### src/rtl/mul_seq_pkg.sv
// Shared types and constants for the shift-add multiply sequencer.
// One iteration retires one multiplier bit, so a full product takes MUL_ITERS steps.
package mul_seq_pkg;

    typedef enum logic [1:0] {
        IDLE = 2'd0,
        RUN  = 2'd1,
        DONE = 2'd2
    } state_e;

    localparam int XLEN_DEF  = 32;
    localparam int MUL_ITERS = XLEN_DEF;

endpackage

### src/rtl/mul_seq_dp.sv
// Shift-add datapath: mcand/mplier/acc registers and the iteration counter; clear > load > step.
// done_o flags the final step (or, with MUL_SEQ_EARLY_EXIT_EN, an exhausted multiplier).
module mul_seq_dp
    import mul_seq_pkg::*;
#(
    parameter int XLEN  = XLEN_DEF,
    parameter int CNT_W = $clog2(XLEN)
) (
    input  logic            clk_i,
    input  logic            rst_i,
    input  logic            load_i,
    input  logic            step_i,
    input  logic            clear_i,
    input  logic [XLEN-1:0] data1_i,
    input  logic [XLEN-1:0] data2_i,
    output logic [XLEN-1:0] acc_o,
    output logic            done_o
);

    logic [XLEN-1:0]  mcand_q, mcand_d;
    logic [XLEN-1:0]  mplier_q, mplier_d;
    logic [XLEN-1:0]  acc_q, acc_d;
    logic [CNT_W-1:0] cnt_q, cnt_d;
    logic             last_iter;

    always_comb begin
        mcand_d  = mcand_q;
        mplier_d = mplier_q;
        acc_d    = acc_q;
        cnt_d    = cnt_q;
        if (clear_i) begin
            acc_d = '0;
            cnt_d = '0;
        end else if (load_i) begin
            mcand_d  = data1_i;
            mplier_d = data2_i;
            acc_d    = '0;
            cnt_d    = '0;
        end else if (step_i) begin
            // Sum wraps naturally; only the low XLEN bits of the product are kept.
            if (mplier_q[0]) begin
                acc_d = acc_q + mcand_q;
            end
            mcand_d  = mcand_q << 1;
            mplier_d = mplier_q >> 1;
            cnt_d    = cnt_q + 1'b1;
        end
    end

    always_ff @(posedge clk_i) begin
        if (rst_i) begin
            mcand_q  <= '0;
            mplier_q <= '0;
            acc_q    <= '0;
            cnt_q    <= '0;
        end else begin
            mcand_q  <= mcand_d;
            mplier_q <= mplier_d;
            acc_q    <= acc_d;
            cnt_q    <= cnt_d;
        end
    end

    assign last_iter = (cnt_q == CNT_W'(XLEN - 1));
    assign acc_o     = acc_q;

`ifdef MUL_SEQ_EARLY_EXIT_EN
    // Remaining bits above bit 0 all zero: this step is the last one that can add.
    assign done_o = last_iter | (mplier_q[XLEN-1:1] == '0);
`else
    assign done_o = last_iter;
`endif

endmodule

### src/rtl/mul_sequencer.sv
// Iterative MUL sequencer: valid/ready request in, valid/ready result out, busy_o stalls the pipe.
// XLEN-cycle latency (data-dependent with MUL_SEQ_EARLY_EXIT_EN); result held in DONE until taken.
module mul_sequencer
    import mul_seq_pkg::*;
#(
    parameter int XLEN  = XLEN_DEF,
    parameter int CNT_W = $clog2(XLEN)
) (
    input  logic            clk_i,
    input  logic            rst_i,
    input  logic            req_valid_i,
    output logic            req_ready_o,
    input  logic [XLEN-1:0] data1_i,
    input  logic [XLEN-1:0] data2_i,
    input  logic            kill_i,
    output logic            resp_valid_o,
    input  logic            resp_ready_i,
    output logic [XLEN-1:0] result_o,
    output logic            busy_o
);

    state_e state_q, state_d;
    logic   dp_load, dp_step, dp_done;

    always_comb begin
        state_d = state_q;
        dp_load = 1'b0;
        dp_step = 1'b0;
        if (kill_i) begin
            state_d = IDLE;
        end else begin
            unique case (state_q)
                IDLE: begin
                    if (req_valid_i) begin
                        dp_load = 1'b1;
                        state_d = RUN;
                    end
                end
                RUN: begin
                    dp_step = 1'b1;
                    if (dp_done) state_d = DONE;
                end
                DONE: begin
                    if (resp_ready_i) state_d = IDLE;
                end
                default: state_d = IDLE;
            endcase
        end
    end

    always_ff @(posedge clk_i) begin
        if (rst_i) state_q <= IDLE;
        else       state_q <= state_d;
    end

    // Handshake outputs decode the state register only, keeping inputs off output paths.
    assign req_ready_o  = (state_q == IDLE);
    assign resp_valid_o = (state_q == DONE);
    assign busy_o       = (state_q == RUN) || (state_q == DONE);

    mul_seq_dp #(
        .XLEN  (XLEN),
        .CNT_W (CNT_W)
    ) u_dp (
        .clk_i   (clk_i),
        .rst_i   (rst_i),
        .load_i  (dp_load),
        .step_i  (dp_step),
        .clear_i (kill_i),
        .data1_i (data1_i),
        .data2_i (data2_i),
        .acc_o   (result_o),
        .done_o  (dp_done)
    );

endmodule

### config.mk
export PLATFORM = sky130hd
export DESIGN_NAME = mul_sequencer
export DESIGN_NICKNAME = d
export VERILOG_FILES = /design/src/rtl/mul_seq_pkg.sv /design/src/rtl/mul_seq_dp.sv /design/src/rtl/mul_sequencer.sv
export SDC_FILE = /design/constraint.sdc
export NUM_CORES = 1
export LEC_CHECK = 0
export ABC_AREA = 1
export CELL_PAD_IN_SITES_DETAIL_PLACEMENT = 1
export CELL_PAD_IN_SITES_GLOBAL_PLACEMENT = 1
export CORE_ASPECT_RATIO = 0.6
export CORE_MARGIN = 2
export CORE_UTILIZATION = 38
export DETAILED_ROUTE_END_ITERATION = 8
export PLACE_DENSITY_LB_ADDON = 0.1
export SLEW_MARGIN = 20
export SYNTH_ARGS = -nofsm -noshare
export SYNTH_HDL_FRONTEND = slang
export SYNTH_SLANG_ARGS = --single-unit
export TNS_END_PERCENT = 20
### constraint.sdc
create_clock -name clk_i -period 2 [get_ports clk_i]
set_clock_uncertainty 0.05 [all_clocks]
set_input_delay 0.4 -clock clk_i [delete_from_list [all_inputs] [get_ports clk_i]]
set_output_delay 0.4 -clock clk_i [all_outputs]
set_load 0.005 [all_outputs]
## Yosys cells after proc, flatten, opt, wreduce, memory -nomap -nowiden

Cells that the tools add are included.

| storage, ports and cells | value |
|---|---|
| flip-flop bits (word level) | 103 |
| bits of input ports | 69 |
| output and inout port bits | 35 |
| logic and storage cells | 35 |

| operators by class | value |
|---|---|
| $add $sub $neg | 2 |
| equal/unequal tests | 6 |
| multiplexer cells | 13 |
| bitwise gates (word level) | 1 |
| reductions and logical operators | 8 |

Operators with widths:

| cell | count |
|---|---|
| 32-bit 2-to-1 mux | 4 |
| 32-bit adder | 1 |
| 2-bit 2-to-1 mux | 3 |
| 2-bit one-hot mux with 3 select lines | 1 |
| 5-bit by 1-bit adder with 5-bit output, second input constant | 1 |
| 5-bit == test, second input constant | 1 |
| 1-bit 2-to-1 mux | 5 |
| 2-bit inequality test, second input constant | 2 |
| 2-bit AND reduction | 2 |
| 3-bit AND reduction | 1 |
| 3-bit OR reduction | 1 |
| 2-bit by 1-bit == test with 1-bit output, second input constant | 1 |
| 2-bit == test, second input constant | 1 |
| 2-bit zero test | 1 |
| 2-bit by 1-bit inequality test with 1-bit output, second input constant | 1 |
| 2-bit nonzero test | 1 |
| 2-bit OR reduction | 1 |
| 1-bit logical OR | 1 |
| 1-bit inverter | 1 |

## Logic depth before layout (Yosys ltp)

| depth | value |
|---|---|
| depth in word-level cells | 5 |
| mapped depth | 13 |
| depth with buffers taken out | 13 |

## Modules after synthesis

From an unflattened synthesis, not the netlist that was laid out.

| unflattened totals | value |
|---|---|
| cell total of the unflattened synthesis | 1,083 |
| area total of the unflattened synthesis | 6,706.4 um^2 |

Modules (own cells, without submodules):

| module | times used | cells an instance | area an instance (um^2) | sequential area each (um^2) |
|---|---|---|---|---|
| mul_seq_dp | 1 | 1,054 | 6,483.7 | 2,021.9 |
| mul_sequencer | 1 | 29 | 222.7 | 40.0 |

## Least setup slack after synthesis

Ideal clock, no wire load.

| timing | value |
|---|---|
| kind | reg-to-reg |
| from | register u_dp.acc_q[0], in the netlist u_dp.acc_o[0] |
| to | register u_dp.acc_q[20], in the netlist u_dp.acc_o[20] |
| setup time | 109 ps |
| arrival time | 1,705 ps |
| data required time | 1,841 ps |
| setup slack | 136 ps |
| stages on the path, launching flop included | 13 |
| path buffers | 0 |
| period minus slack after synthesis | 1,864 ps |
| path through | dfxtp_1 > ha_1 > fa_1 > nand3_1 > nand3_1 > nand3_1 > nand3_1 > nand3_1 > nand2_1 > nand2_1 > nand3_1 > nand2_1 > inv_1 |

| between the ends | value |
|---|---|
| cells in the longest elaborated chain, start to end | 1 |

RTL lines:

| item | line | RTL |
|---|---|---|
| from (decl) | mul_seq_dp.sv:22 | `logic [XLEN-1:0] acc_q, acc_d;` |
| from (signal assigned) | mul_seq_dp.sv:54 | `acc_q <= '0;` |
| from (signal assigned) | mul_seq_dp.sv:59 | `acc_q <= acc_d;` |
| 32-bit adder | mul_seq_dp.sv:42 | `acc_d = acc_q + mcand_q;` |

No other way between the ends.
A chain may end at the register's enable or synchronous reset.

## Worst setup path in the final report

| timing | value |
|---|---|
| from | register u_dp.acc_q[7], in the netlist u_dp.acc_o[7] |
| to | register u_dp.acc_q[10], in the netlist u_dp.acc_o[10] |

Same word-level chain as after synthesis.

==> metrics <==
outcome finished, final reports clean; worst setup path endpoint u_dp.acc_o[10]; CP Class register to register; Unique masters post-synth 30; GRT Total Usage 0.258; number of max-cap violations 0; starting density of the core 0.391; DP Wirelength ~19000 um; Final Util 0.538; synthesized area per cell around 6.2 um2; io pins around 100; Fin Hold WS 0.428 ns; class of the worst hold path register to register; fin cells between 1000 and 1500; CP top delay family simple AND/OR/NAND/NOR gates; switching power 1430 uW; CP Capture Type register; Nets around 1300; crit path max-delay cell type dfxtp_1; vias per cell roughly 5.0; fmax slightly above 0.5 GHz; first-pass GRT wire length ~38000 um; Worst setup startpoint u_dp.acc_o[7]; Crit path buffers/inverters 3; Crit Path Max Fanout 3; Netlist Area Pre-Place approximately 6700 um2; sequential share of the synthesized area 0.306; period utilization 0.988; placed insts about 1500; syn_nets between 1000 and 1500; max-slew violations 0; Top Usage Layer GRT met1; CP startpoint kind register; Setup TNS Final 0 ns; DR WL/cell between 15 and 20 um; commonest non-fill, non-tap cell in the layout nand2_1; Core Rows 37; area delta synth->final 37.8%; Die X between 150 and 200 um; Final Setup Violations 0; most frequent cells in the layout nand2_1 (357), inv_1 (217), clkdlybuf4s50_1 (102); global placer's final weighted congestion just under 0.9; Reg2Reg Launch Point u_dp.acc_o[7]; largest net degree at the start of global routing 38; 1st-pass router iterations 4; TritonCTS clock tree built; vias in the first global route between 7000 and 8000; Fin. Hold Viols 0; Synth warnings 0; PwrDens roughly 530 nW/um2; Critical Path AT roughly 2.2 ns; Stages on worst setup path 11; Die Area between 15000 and 20000 um2; worst slew pin tran roughly 0.38 ns; # diodes 0; initial antenna violation count 0; clock sinks between 100 and 150; Core Footprint 17300 um2; CTS Root Cell clkbuf_16; port bufs 103; RR Endpoint u_dp.acc_o[10]; via count roughly 7300; #FFs+latches synth a little over 100; post-route minimum period 1.98 ns; Clock power frac 0.401; worst reg-to-reg setup slack 0.02 ns; # DRC 0; Max VDD drop between 0.3 and 0.4 mV; # H-tree levels 3; combinational power share 0.151; crit-path cells ha_4, buf_4, nand2_1, nand2_1, nand2_1, nand2_1, nand3b_1, buf_4, xor2_1, o21bai_1, inv_1; share of cells above drive strength 1 0.171; Worst Reg2Reg Path Length in Cells 11; later-pin clock latency in the skew report 0.37 ns; Worst path max stage delay ~0.40 ns; CP required ~2.2 ns; cell mode on critical path nand2_1; met3 Use GR 0.0365; RSZ-0062 raised after global routing yes; GR Layer Usage met1 0.410; total gr overflow 0; Clock Path Buffers 2; Reg clk slew, reported paths approximately 0.090 ns; Reg power frac 0.448; routed wire length 24900 um; Final ANT Viol Nets 0; Pleak approximately 0.0045 uW; Hold Path Depth 2; GR Layer Usage met2 0.366; DR iter-0 viols 419; relative slew slack 0.745; Synth Instances ~1100; Int Pwr 3500 uW; Die Span Y about 110 um; switch share 0.290; number of CTS-inserted buffers 9
## cells by family after synthesis
group	share of synthesized area
XOR/XNOR	0.0156
AND/OR/NAND/NOR	0.311
adder cells (fa/ha/maj)	0.0716
flip-flops	0.306
buffers and inverters	0.153
AO/OA/AOI/OAI	0.143
## worst reg2reg max path: stages, from the launching register on
cell and delay [ns]:
dfxtp_1 0.40, ha_4 0.23, buf_4 0.15, nand2_1 0.05, nand2_1 0.07, nand2_1 0.06
nand2_1 0.09, nand3b_1 0.24, buf_4 0.19, xor2_1 0.16, o21bai_1 0.15, inv_1 0.05
## metrics by stage
| stage | total power (uW) | setup WS (ns) | cell area (um2) |
|---|---|---|---|
| floorplan | 2590 | 0.136 | 6750 |
| global placement | 2930 | -0.131 | 8500 |
| detailed placement | 2950 | -0.159 | 8500 |
| CTS | 4900 | -0.00155 | 8870 |
| global route | 5120 | -0.0862 | 9300 |
| finish | 4930 | 0.0236 | 9300 |
## sequential cells by signal (all words and copies together), names as in the netlist
signal,cells
u_dp.cnt_q,5
u_dp.mplier_q,32
u_dp.acc_o,32
state_q,2
u_dp.mcand_q,32
## how the worst min path moves through the flow
stage / start / endpoint / slack, ns
finish: u_dp.cnt_q[3] / u_dp.cnt_q[3] / 0.43
global route: u_dp.mplier_q[25] / u_dp.mplier_q[25] / 0.45
CTS: u_dp.mplier_q[31] / u_dp.mplier_q[31] / 0.42
detailed placement: u_dp.mplier_q[31] / u_dp.mplier_q[31] / 0.41
global placement: u_dp.mplier_q[31] / u_dp.mplier_q[31] / 0.40
floorplan: u_dp.mplier_q[31] / u_dp.mplier_q[31] / 0.39
## Yosys cell counts, drive strengths merged
master  number  area share
nand4        2      0.0019
ha          37       0.069
o21bai      14       0.016
nor3         5      0.0037
dfxtp      103        0.31
a21oi       30       0.022
and2         1     0.00093
a21o         1      0.0011
nor2        55       0.032
inv        224        0.12
o21a        14       0.016
fa           1      0.0030
o221ai      29       0.038
o21ai       24       0.018
xor2        10       0.013
nand3b       1      0.0011
clkbuf       9      0.0050
buf         29       0.024
nand2      382        0.21
a31oi       31       0.029
o211ai       4      0.0044
nand3       79       0.059
xnor2        2      0.0026
## cell type report
cell class	instances	area, um2
clock buffers	9	225
clock inverters	7	95.1
fillers	2299	7970
inverters	224	841
multi-input cells	722	4080
flip-flops and latches	103	2120
well taps	234	293
repair buffers	172	1650
## power by group through the flow
stage / logic, uW / clock network (uW) / registers, uW
finish: 745 / 1980 / 2210
global route: 823 / 2080 / 2210
CTS: 711 / 2000 / 2190
detailed placement: 707 / 0 / 2240
global placement: 690 / 0 / 2240
floorplan: 380 / 0 / 2210
## metal layers
layer  vias up  share of wire  wire [um]
met5         -              0          0
li1       3685              -          -
met1      3509           0.54      13400
met3        11          0.049       1220
met2       141           0.41      10100
met4         0         0.0053        132
## repair_timing
item | in CTS | in global routing
pin swaps | 0 | 6
hold endpoints to repair | 0 | 0
resized for setup | 16 | 116
setup buffers | 0 | 1
hold buffers | 0 | 0
setup endpoints to repair | 18 | 29
Power figures use the tool's default switching activity.
